## config.mk

```make
export PLATFORM = sky130hd
export DESIGN_NAME = rr_arb8_ctrl
export DESIGN_NICKNAME = d
export VERILOG_FILES = /design/src/rtl/rr_arb8_ctrl_pkg.sv /design/src/rtl/rr_arb8_ctrl_pick8.sv /design/src/rtl/rr_arb8_ctrl.sv
export SDC_FILE = /design/constraint.sdc
export NUM_CORES = 1
export LEC_CHECK = 0
export ABC_AREA = 1
export CORE_UTILIZATION = 25
export CTS_BUF_LIST = sky130_fd_sc_hd__clkbuf_4 sky130_fd_sc_hd__clkbuf_8
export CTS_CLUSTER_DIAMETER = 80
export DETAILED_ROUTE_END_ITERATION = 7
export PLACE_DENSITY = 0.46
export REMOVE_ABC_BUFFERS = 1
export SKIP_LAST_GASP = 1
export SLEW_MARGIN = 40
export SYNTH_ARGS = -nofsm -noshare
export SYNTH_HDL_FRONTEND = slang
export SYNTH_HIERARCHICAL = 1
export SYNTH_SLANG_ARGS = --single-unit
```

## constraint.sdc

```tcl
create_clock -name clk -period 2.83 [get_ports clk]
set_input_delay 0.566 -clock clk [delete_from_list [all_inputs] [get_ports clk]]
set_output_delay 0.566 -clock clk [all_outputs]
set_load 0.005 [all_outputs]
```

## src/rtl/rr_arb8_ctrl_pkg.sv

```systemverilog
// Shared constants and state encoding for the 8-way round-robin arbiter.
`default_nettype none
package rr_arb8_ctrl_pkg;
  localparam int N_REQ            = 8;
  localparam int IDX_W            = 3;
  localparam int DEFAULT_MAX_HOLD = 16;
  localparam int DEFAULT_CNT_W    = 5;

  typedef enum logic {
    IDLE  = 1'b0,
    GRANT = 1'b1
  } state_t;
endpackage
`default_nettype wire

```

## src/rtl/rr_arb8_ctrl_pick8.sv

```systemverilog
// Rotated priority encoder: first set bit of (req & ~mask) at or after ptr, wrapping 7->0.
`default_nettype none
module rr_pick8
  import rr_arb8_ctrl_pkg::*;
(
  input  logic [N_REQ-1:0] req,
  input  logic [N_REQ-1:0] mask,
  input  logic [IDX_W-1:0] ptr,
  output logic [IDX_W-1:0] idx,
  output logic             found
);
  logic [N_REQ-1:0]   avail;
  logic [2*N_REQ-1:0] dbl;
  logic [N_REQ-1:0]   rot;
  logic [IDX_W-1:0]   offs;

  always_comb begin
    avail = req & ~mask;
    // Doubling the vector lets a plain right shift act as a rotate by ptr.
    dbl   = {avail, avail};
    rot   = dbl[ptr +: N_REQ];
    found = 1'b0;
    offs  = '0;
    for (int i = N_REQ - 1; i >= 0; i--) begin
      if (rot[i]) begin
        found = 1'b1;
        offs  = IDX_W'(i);
      end
    end
    idx = ptr + offs;
  end
endmodule
`default_nettype wire

```

## src/rtl/rr_arb8_ctrl.sv

```systemverilog
// Round-robin arbiter for 8 requesters with registered grant and hold-time preemption.
`default_nettype none
module rr_arb8_ctrl
  import rr_arb8_ctrl_pkg::*;
#(
  parameter int MAX_HOLD = DEFAULT_MAX_HOLD,
  parameter int CNT_W    = DEFAULT_CNT_W
) (
  input  logic             clk,
  input  logic             rst_n,
  input  logic [N_REQ-1:0] req,
  output logic             gnt_valid,
  output logic [IDX_W-1:0] gnt_idx,
  output logic [N_REQ-1:0] gnt_onehot,
  output logic             preempt,
  output logic [CNT_W-1:0] busy_cnt
);
  state_t           state, state_n;
  logic [IDX_W-1:0] ptr, ptr_n;
  logic [IDX_W-1:0] idx_n;
  logic [N_REQ-1:0] onehot_n;
  logic [CNT_W-1:0] cnt_n;
  logic             preempt_n;

  logic [N_REQ-1:0] pick_mask;
  logic [IDX_W-1:0] pick_idx;
  logic             pick_found;
  logic             owner_req;
  logic             limit_hit;

  // In GRANT the owner is always masked: the pick is only used on release or preemption.
  assign pick_mask = (state == GRANT) ? gnt_onehot : '0;

  rr_pick8 u_pick (
    .req   (req),
    .mask  (pick_mask),
    .ptr   (ptr),
    .idx   (pick_idx),
    .found (pick_found)
  );

  assign owner_req = req[gnt_idx];
  assign limit_hit = (MAX_HOLD != 0) && (busy_cnt == CNT_W'(MAX_HOLD))
                     && owner_req && pick_found;

  always_comb begin
    state_n   = state;
    ptr_n     = ptr;
    idx_n     = gnt_idx;
    cnt_n     = busy_cnt;
    preempt_n = 1'b0;
    case (state)
      IDLE: begin
        if (pick_found) begin
          state_n = GRANT;
          idx_n   = pick_idx;
          ptr_n   = pick_idx + IDX_W'(1);
          cnt_n   = CNT_W'(1);
        end
      end
      GRANT: begin
        if (!owner_req) begin
          if (pick_found) begin
            idx_n = pick_idx;
            ptr_n = pick_idx + IDX_W'(1);
            cnt_n = CNT_W'(1);
          end else begin
            state_n = IDLE;
            cnt_n   = '0;
          end
        end else if (limit_hit) begin
          idx_n     = pick_idx;
          ptr_n     = pick_idx + IDX_W'(1);
          cnt_n     = CNT_W'(1);
          preempt_n = 1'b1;
        end else if (busy_cnt != '1) begin
          cnt_n = busy_cnt + CNT_W'(1);
        end
      end
      default: state_n = IDLE;
    endcase
    onehot_n = (state_n == GRANT) ? (N_REQ'(1) << idx_n) : '0;
  end

  always_ff @(posedge clk or negedge rst_n) begin
    if (!rst_n) begin
      state      <= IDLE;
      ptr        <= '0;
      gnt_idx    <= '0;
      gnt_onehot <= '0;
      busy_cnt   <= '0;
      preempt    <= 1'b0;
    end else begin
      state      <= state_n;
      ptr        <= ptr_n;
      gnt_idx    <= idx_n;
      gnt_onehot <= onehot_n;
      busy_cnt   <= cnt_n;
      preempt    <= preempt_n;
    end
  end

  assign gnt_valid = (state == GRANT);
endmodule
`default_nettype wire

```

# == Yosys cells after proc, flatten, opt, wreduce, memory -nomap -nowiden ==
# Cells that the tools add are included.
# totals
output_inout_bits,18
reg_bits,21
in_bits,10
word_cells,63
# op_classes
add_sub_neg,3
n_lt_le_gt_ge,1
eq_ne,5
n_shift,2
mux,40
bitwise,3
reduce_logical,3
# ops
cell,n
$mux 3,14
$mux 5,4
$mux 8,2
$shiftx 16x4->8,1
$mux 1,15
$pmux 3 s2,2
$pmux 5 s2,1
$and 8x8->8,1
$not 8->8,1
$shl 1x3->8 const A,1
$add 5x1->5 const B,1
$eq 5x5->1 const B,1
$ne 5x5->1 const B,1
$lt 3x4->1 const B,1
$ne 4x2->1 const B,1
$add 3x1->3 const B,1
$add 3x3->3,1
$bmux 1 s3,1
$ne 3x2->1 const B,1
$logic_and 1x1->1,2
$ne 2x2->1 const B,1
$pmux 1 s2,1
$reduce_and 2->1,1
$not 1->1,1

# == Longest topological paths before layout ==
# Gate-level depths: netlist of run 1.
# logic_depth
ltp_word,18
ltp_mapped,28
ltp_nobuf,27

# == Cells and area by module ==
# Netlist of run 1, hierarchy kept.
# modules_own_cells
mod,cells_each,seq_area_each_um2,area_each_um2,instances
rr_arb8_ctrl,169,525.5,1258.7,1
rr_pick8,105,0.0,564.3,1

# == Worst setup path before layout of run 1 ==
# OpenSTA, ideal clock, no wires.
# synth_timing
kind,register -> register
start,register state (netlist: gnt_valid)
end,register gnt_onehot[0]
stages_incl_launch_ff,28
required_ns,2.709
setup_time_ns,0.121
slack_ns,-0.196
synth_period_minus_slack_ns,3.026
arrival_time_ns,2.904
n_path_buf,1
path_cell_list,dfrtp_1 > clkbuf_1 > nand2_1 > inv_1 > inv_1 > nand3_1 > nand3_1 > nand2_1 > nand2_1 > nand2_1 > nand2_1 > nand2_1 > nand2_1 > nand2_1 > nand2_1 > a21oi_1 > ha_1 > inv_1 > fa_1 > xor2_1 > nand3b_1 > nand2_1 > inv_1 > inv_1 > a21oi_1 > nand2_1 > nand3_1 > nor2_1
# synth_via
elab_chain_len,18
word_cells_on_any_way,32
classes_between,1 x add/sub; 2 x shift; 25 x mux; 3 x bitwise; 1 x reduce/logical
# synth_lines
item,line_no,text
start: declaration,rr_arb8_ctrl.sv:18,"state_t state, state_n;"
start signal: assignment,rr_arb8_ctrl.sv:94,state <= state_n;
$mux 8 (*),rr_arb8_ctrl.sv:32,assign pick_mask = (state == GRANT) ? gnt_onehot : '0;
via pick_mask[5],rr_arb8_ctrl.sv:25,logic [N_REQ-1:0] pick_mask;
$not 8->8 (*),rr_arb8_ctrl_pick8.sv:18,avail = req & ~mask;
$and 8x8->8 (*),rr_arb8_ctrl_pick8.sv:18,
$shiftx 16x4->8 (*),rr_arb8_ctrl_pick8.sv:21,rot = dbl[ptr +: N_REQ];
$mux 3 (7 in series),rr_arb8_ctrl_pick8.sv:25,if (rot[i]) begin
$mux 3 (*),rr_arb8_ctrl_pick8.sv:25,
$add 3x3->3 (*),rr_arb8_ctrl_pick8.sv:30,idx = ptr + offs;
via pick_idx[2],rr_arb8_ctrl.sv:26,logic [IDX_W-1:0] pick_idx;
$mux 3 (on tied branches),"rr_arb8_ctrl.sv:54, rr_arb8_ctrl.sv:63, rr_arb8_ctrl.sv:71",
$mux 3,rr_arb8_ctrl.sv:62,if (!owner_req) begin
$pmux 3 s2 (*),rr_arb8_ctrl.sv:52,case (state)
$shl 1x3->8 (*),rr_arb8_ctrl.sv:82,onehot_n = (state_n == GRANT) ? (N_REQ'(1) << idx_n) : '0;
$mux 8 (*),rr_arb8_ctrl.sv:82,
via onehot_n[0],rr_arb8_ctrl.sv:21,logic [N_REQ-1:0] onehot_n;
end signal: assignment,rr_arb8_ctrl.sv:97,gnt_onehot <= onehot_n;
end: declaration,rr_arb8_ctrl.sv:14,"output logic [N_REQ-1:0] gnt_onehot,"
# Mark *: on every way through the listed nets, which the timed path passes. The rest lies on a longest branch.
# A chain may end at the register's enable or synchronous reset.

# == Final worst setup path of run 1 ==
# layout_timing
start,register state (netlist: gnt_valid)
end,register gnt_onehot[7]
# layout_via
elab_chain_len,18
word_cells_on_any_way,32
classes_between,1 x add/sub; 2 x shift; 25 x mux; 3 x bitwise; 1 x reduce/logical
# layout_lines
item,line_no,text
$mux 8 (*),rr_arb8_ctrl.sv:32,
via pick_mask[3],rr_arb8_ctrl.sv:25,
$not 8->8 (*),rr_arb8_ctrl_pick8.sv:18,
$and 8x8->8 (*),rr_arb8_ctrl_pick8.sv:18,
$shiftx 16x4->8 (*),rr_arb8_ctrl_pick8.sv:21,
$mux 3 (7 in series),rr_arb8_ctrl_pick8.sv:25,
$mux 3 (*),rr_arb8_ctrl_pick8.sv:25,
$add 3x3->3 (*),rr_arb8_ctrl_pick8.sv:30,
via pick_idx[2],rr_arb8_ctrl.sv:26,
$mux 3 (on tied branches),"rr_arb8_ctrl.sv:54, rr_arb8_ctrl.sv:63, rr_arb8_ctrl.sv:71",
$mux 3,rr_arb8_ctrl.sv:62,
$pmux 3 s2 (*),rr_arb8_ctrl.sv:52,
via idx_n[2],rr_arb8_ctrl.sv:20,logic [IDX_W-1:0] idx_n;
$shl 1x3->8 (*),rr_arb8_ctrl.sv:82,
$mux 8 (*),rr_arb8_ctrl.sv:82,
via onehot_n[7],rr_arb8_ctrl.sv:21,
# Marked as above.

==> results of run 1 <==
per-layer routing:
layer,up-vias,global-route usage
met4,0,0.04322
met1,911,0.2008
met3,11,0.01327
met5,-,0
li1,1018,-
met2,48,0.2365
critical path, stage by stage, from the launching register on:
cell      delay (ns)
dfrtp_2         0.43
buf_6           0.14
nand2_2         0.05
inv_2           0.03
inv_2           0.07
nand3_2         0.09
nand3_2         0.11
nand3_2         0.07
nand2_2         0.08
nand2_1         0.06
nand2_1         0.05
nand2_1         0.04
nand2_1         0.05
nand2_1         0.06
a21oi_2         0.12
ha_2            0.18
inv_2           0.03
fa_2            0.33
xor2_1          0.16
nand3b_1        0.13
nand2_1         0.06
inv_2           0.07
inv_2           0.04
a21oi_2         0.14
nand2_2         0.10
nand2_4         0.10
nand2_4         0.06
nor2_1          0.10
state kept, by name, summed over array words and instances (netlist names):
name and flops:
busy_cnt 5, preempt 1, gnt_onehot 8, gnt_idx 3
ptr 3, gnt_valid 1
power breakdown:
group / leakage, nW / switching (mW) / internal (mW) / total [mW]
clock: 0.0255 / 0.0974 / 0.0980 / 0.195
sequential: 0.266 / 0.104 / 0.416 / 0.520
combinational: 1.22 / 1.68 / 1.52 / 3.20
total: 1.52 / 1.88 / 2.04 / 3.91
cell usage in the layout, fill, tap and decap left out, drive strengths merged:
cell           Yosys  final
or2                2      2
o21ai              7      7
nand4              3      3
fa                 1      1
dfrtp             21     21
ha                 5      5
xnor2              1      1
o21bai             2      2
nand2             97     97
clkbuf             1      3
inv               49     49
buf                4     55
clkinv             0      1
clkdlybuf4s50      0     19
dlygate4sd2        0      8
nand3b             1      1
a21oi              6      6
and2               1      1
nor2              20     20
xor2               2      2
nand3             51     51
timing repair:
action	in CTS	in global routing
pin swaps	26	18
buffers inserted	8	3
setup endpoints to repair	12	15
resized for setup	60	26
cell usage after synthesis (2+ instances only):
cell type,n,share of area
nor2_4,3,0.019
nand2_4,2,0.012
ha_1,5,0.034
nand2_1,87,0.18
nand4_1,2,0.0069
dfrtp_1,21,0.29
nor2_1,16,0.033
a21oi_2,2,0.0096
nand2_2,8,0.027
inv_1,43,0.089
xor2_1,2,0.0096
nand3_2,8,0.044
nand3_1,42,0.12
o21bai_1,2,0.0082
o21ai_0,6,0.016
buf_6,3,0.019
a21oi_1,4,0.011
or2_2,2,0.0069
inv_2,5,0.010
cell type report:
class                           instances  area share
Tap cell                               96     0.04161
Timing Repair Buffer                   82      0.2492
Sequential cell                        21      0.1829
Clock buffer                            3     0.01430
Multi-Input combinational cell        199      0.4439
Inverter                               49     0.06632
Clock inverter                          1    0.001734
through the flow:
step           total power [mW]  utilization  std cells  hold WS, ns
2_1_floorplan             2.066            -        269       0.2704
3_3_place_gp              3.102       0.3636        436       0.5402
3_5_place_dp              3.075       0.3636        436       0.5414
4_1_cts                   3.623       0.4020        448       0.5629
5_1_grt                   4.294       0.4179        451       0.5987
6_report                  3.914       0.4179        451       0.5518
cell families after synthesis:
family / Yosys count / synth area share
adders and majority gates: 6 / 0.04530
DFF: 21 / 0.2883
buffers and inverters: 54 / 0.1297
and+or+nand+nor: 175 / 0.4722
xor gates and xnor gates: 3 / 0.01442
AOI/OAI and AO/OA: 15 / 0.05010
worst max path at each step:
stage | from | to | slack, ns
floorplan | gnt_valid | gnt_onehot[0] | -0.08
global placement | req[2] | gnt_onehot[0] | -0.71
CTS | gnt_valid | gnt_onehot[5] | -0.13
finish | gnt_valid | gnt_onehot[7] | -0.20
detailed placement | req[4] | gnt_onehot[1] | -0.74
global route | gnt_valid | gnt_onehot[4] | -0.44
==> metrics, run 1 <==
FF-to-FF path depth 27; routed metal-1 wire length 2.583 mm; Worst Min Path Start ptr[1]; Tmin final 3.035 ns; Placement Rows 30; Nets 372; global-route wire length before repair 8.769 mm; metal3 WL 179 um; GPL Wtd Cong 0.8259; WP data required 3.02 ns; Clock transition at path regs 0.08 ns; post-cts hold buffer count 0; CP endpoint kind flop; WL per Instance 11.92 um; layout cell share with drive strength beyond 1 0.4563; post-place setup slack -0.7380 ns; CTS Root Cell clkbuf_8; CP arrival 3.23 ns; diode count 0; Register Area 528.0 um^2; Max Transition Viols Final 0; Worst setup SP type flop; area of the multi-input gates 1281 um^2; final worst-path cycle share 1.072; FMAX 329.5 MHz; Yosys cell types 30; Yosys reg bits 21; wire length on met2 2.515 mm; total CTS buffers 3; Least-Margin Pin Slew 0.2774 ns; CTS tree built; worst r2r src gnt_valid; post-route ant nets 0; CTS H-tree lvls 1; Worst Skew 0.002459 ns; syn_area_per_cell 6.653 um^2; CTS Buffer Depth 2; grt ovf 0; Synth async-reset ratio 1.000; Post-synth EDFFs 0; largest net degree at the start of global routing 22; fin area 2887 um^2; Max-Cap Viols 0; endpoints failing setup 11; total wire length 5.375 mm; clk_lat worst skew 0.26 ns; post-synthesis cell count 274; YS warnings 6; Post-Syn Area 1823 um^2; Hold Violations, Final 0; DRC viols 0; drt pass-1 iters 4; worst reg-to-reg setup slack -0.20 ns; slack of the critical path -0.2045 ns; initial antenna violation count 0; width of the chip 87.40 um; sequential cell area fraction in the yosys report 0.2883; clk sinks 21; area delta synth->final 58.34%; vias in the first global route 1903; uppermost routed layer met4; Initial DRC Count 56; Die Ht 87.40 um; dominant synthesized flop cell dfrtp_1; core area 6907 um^2; die area 7638 um^2; Slew HR 0.8151; Cell Pwr Density 1356 nW/um^2; Vias 1988; WHS Endpoint ptr[1]; Setup CP Type reg2reg; IO Pins 28; Max IR drop VDD 0.0007967 V; Critical Path Fanout Max 4; total track usage 0.1445; WHS Path Cells 2; failing checks setup timing; DP Wirelength 3.986 mm; Via density 4.408; status complete, but fails checks; final setup TNS -1.676 ns; Static Leakage 1.515 nW; Hold Crit Class reg2reg; RSZ-0062 raised after global routing true; IO Port Bufs 27; # fillers 743; DP Area 2511 um^2; RR Endpoint gnt_onehot[7]; Starting Density 0.2639
Note: power is estimated with default switching activity, not from simulation.
==> run 2: changes to the inputs <==
--- a/config.mk
+++ b/config.mk
@@ -10,10 +10,11 @@
 export CTS_BUF_LIST = sky130_fd_sc_hd__clkbuf_4 sky130_fd_sc_hd__clkbuf_8
 export CTS_CLUSTER_DIAMETER = 80
 export DETAILED_ROUTE_END_ITERATION = 7
+export HOLD_SLACK_MARGIN = 0.15
 export PLACE_DENSITY = 0.46
 export REMOVE_ABC_BUFFERS = 1
 export SKIP_LAST_GASP = 1
-export SLEW_MARGIN = 40
+export SLEW_MARGIN = 20
 export SYNTH_ARGS = -nofsm -noshare
 export SYNTH_HDL_FRONTEND = slang
 export SYNTH_HIERARCHICAL = 1
==> results of run 2 <==
No change in the layout: final DEF, timing and power equal those of run 1.
==> run 3: changes to the inputs <==
--- a/config.mk
+++ b/config.mk
@@ -6,6 +6,7 @@
 export NUM_CORES = 1
 export LEC_CHECK = 0
 export ABC_AREA = 1
+export CORE_ASPECT_RATIO = 0.75
 export CORE_UTILIZATION = 25
 export CTS_BUF_LIST = sky130_fd_sc_hd__clkbuf_4 sky130_fd_sc_hd__clkbuf_8
 export CTS_CLUSTER_DIAMETER = 80
==> run 3 against run 2 <==
  * The flow still finishes with violations (setup timing)
  * Critical path depth unchanged
  * Wire length decreased by 0.84%
  * Global-route usage decreased by 0.051 points
  * Worst hold slack improved by 0.018 ns
  * Sequential power increased by 1%
  * Die area about the same
  * Total power increased by 0.33%
  * Largest cell class unchanged
==> metrics, run 3 (same netlist as run 1, synthesis figures left out) <==
status complete, but fails checks (unchanged); failing checks setup timing (unchanged); Die Ht 75.95 um (was 87.40 um); sw frac 0.4905 (was 0.4799); FMAX 329.0 MHz (was 329.5 MHz); diode count 0 (unchanged); post-route ant nets 0 (unchanged); total track usage 0.1439 (was 0.1445); CTS Buffer Depth 2 (unchanged); WHS 0.5701 ns (was 0.5518 ns); commonest non-fill, non-tap cell in the layout nand2_1 (unchanged); CTS tree built (unchanged); Static Leakage 1.524 nW (was 1.515 nW); Cell Pwr Density 1326 nW/um^2 (was 1356 nW/um^2); fin util 0.4274 (was 0.4179); core area 6929 um^2 (was 6907 um^2); final worst-path cycle share 1.074 (was 1.072); clock network power share 0.050 (about the same); total wire length 5.330 mm (was 5.375 mm); Hold Crit Class reg2reg (unchanged); Slew HR 0.8038 (was 0.8151); most frequent cells in the layout 67 x nand2_1, 49 x buf_4, 28 x nand3_2 (was 73 x nand2_1, 48 x buf_4, 29 x nand3_2); Worst Skew 0.002263 ns (was 0.002459 ns); Gate power share 0.816 (was 0.817); drt pass-1 iters 4 (unchanged); Nets 372 (unchanged); IO Pins 28 (unchanged); Max IR drop VDD 0.0004653 V (was 0.0007967 V); Via density 4.325 (was 4.408); # fillers 727 (was 743); Tmin final 3.039 ns (was 3.035 ns); Initial DRC Count 82 (was 56); CTS H-tree lvls 1 (unchanged); Clock transition at path regs 0.08 ns (about the same); CP arrival 3.24 ns (was 3.23 ns); grt ovf 0 (unchanged); Setup CP Type reg2reg (unchanged); Largest register FFs 8 (unchanged); final setup TNS -1.579 ns (was -1.676 ns); Critical Path Fanout Max 5 (was 4); DRC viols 0 (unchanged); slack of the critical path -0.2094 ns (was -0.2045 ns); clk_lat worst skew 0.26 ns (about the same); RSZ-0062 raised after global routing true (unchanged); width of the chip 100.6 um (was 87.40 um); sequential power share 0.134 (was 0.133); post-cts hold buffer count 0 (unchanged); Max-Cap Viols 0 (unchanged); Placement Rows 26 (was 30); area delta synth->final 62.46% (was 58.34%); internal power 2.001 mW (was 2.036 mW); DP Wirelength 3.891 mm (was 3.986 mm); initial antenna violation count 0 (unchanged); placed insts 439 (was 436); Least-Margin Pin Slew 0.2940 ns (was 0.2774 ns); layout cell share with drive strength beyond 1 0.4845 (was 0.4563); largest net degree at the start of global routing 22 (unchanged); IO Port Bufs 27 (unchanged); WL per Instance 11.77 um (was 11.92 um); Largest Register gnt_onehot (unchanged); endpoints failing setup 10 (was 11); Starting Density 0.2631 (was 0.2639); Net Switching 1.926 mW (was 1.878 mW); Worst setup SP type flop (unchanged); biggest regs gnt_onehot (8), busy_cnt (5) (unchanged); Max Transition Viols Final 0 (unchanged); Vias 1959 (was 1988); GPL Wtd Cong 0.8288 (was 0.8259); global-route wire length before repair 8.783 mm (was 8.769 mm); vias in the first global route 1886 (was 1903); total CTS buffers 3 (unchanged); post-route insts no fill 453 (was 451); post-place setup slack -0.7415 ns (was -0.7380 ns); clk sinks 21 (unchanged); CP endpoint kind flop (unchanged); die area 7641 um^2 (was 7638 um^2); Hold Violations, Final 0 (unchanged); CTS Root Cell clkbuf_8 (unchanged); WP data required 3.03 ns (was 3.02 ns)
run 3: cell counts in the layout (fill, tap and decap cells not counted):
No cell type changed its count.
run 3: layout make-up:
| class | count | area (um^2) | area share |
|---|---|---|---|
| well taps | 98 | 122.6 | 0.04140 |
| inverters | 49 | 193.9 | 0.06548 |
| clock buffers | 3 | 41.29 | 0.01394 |
| clock inverters | 1 | 5.005 | 0.001690 |
| repair buffers | 82 | 706.9 | 0.2387 |
| multi-input cells | 199 | 1364 | 0.4605 |
| flip-flops and latches | 21 | 528.0 | 0.1783 |
run 3: power by group through the flow:
stage / logic (mW) / clock network (mW) / registers (mW)
after CTS: 2.90 / 0.207 / 0.523
final: 3.21 / 0.197 / 0.525
after global placement: 2.51 / 0 / 0.551
after detailed placement: 2.48 / 0 / 0.546
after global routing: 3.55 / 0.221 / 0.541
after floorplan: 1.52 / 0 / 0.544
run 3: critical path, cell delays in order (launching register included):
cell,delay (ns)
dfrtp_2,0.42
buf_6,0.14
nand2_2,0.06
inv_2,0.04
inv_4,0.06
nand3_4,0.08
nand3_4,0.10
nand3_2,0.08
nand2_2,0.08
nand2_1,0.05
nand2_1,0.05
nand2_1,0.05
nand2_1,0.05
nand2_1,0.06
a21oi_2,0.13
ha_2,0.18
inv_2,0.03
fa_2,0.32
xor2_1,0.17
nand3b_1,0.13
nand2_1,0.06
inv_2,0.06
inv_2,0.04
a21oi_2,0.13
nand2_2,0.10
nand2_4,0.10
nand2_4,0.07
nor2_1,0.10
run 3: metal layers:
layer	vias to the layer above	track usage	share of wire
met1	897	0.2117	0.52
met3	6	0.02952	0.045
met5	-	0	0
met4	0	0.03188	0.0077
met2	37	0.2144	0.42
li1	1019	-	-
run 3: final timing paths:
kind | depth (start not counted) | end | slack, ns | start
setup / recovery | 27 | gnt_onehot[5] | -0.21 | gnt_valid
hold / removal | 2 | busy_cnt[3] | 0.57 | busy_cnt[3]
min in group asynchronous | 2 | busy_cnt[4] | 0.64 | rst_n
setup reg to reg | 27 | gnt_onehot[5] | -0.21 | gnt_valid
max in group asynchronous | 2 | gnt_valid | 1.96 | rst_n
hold reg to reg | 2 | busy_cnt[3] | 0.57 | busy_cnt[3]
run 3: timing repair:
action	CTS	global route
setup buffers	9	1
pin swaps	38	27
endpoints found under the setup margin	12	19
gates resized for setup	73	34
run 3: per-stage QoR:
| step | power [mW] | area (um^2) |
|---|---|---|
| final | 3.927 | 2962 |
| after global placement | 3.057 | 2521 |
| after detailed placement | 3.028 | 2521 |
| after global routing | 4.312 | 2962 |
| after floorplan | 2.066 | 1778 |
| after CTS | 3.632 | 2820 |
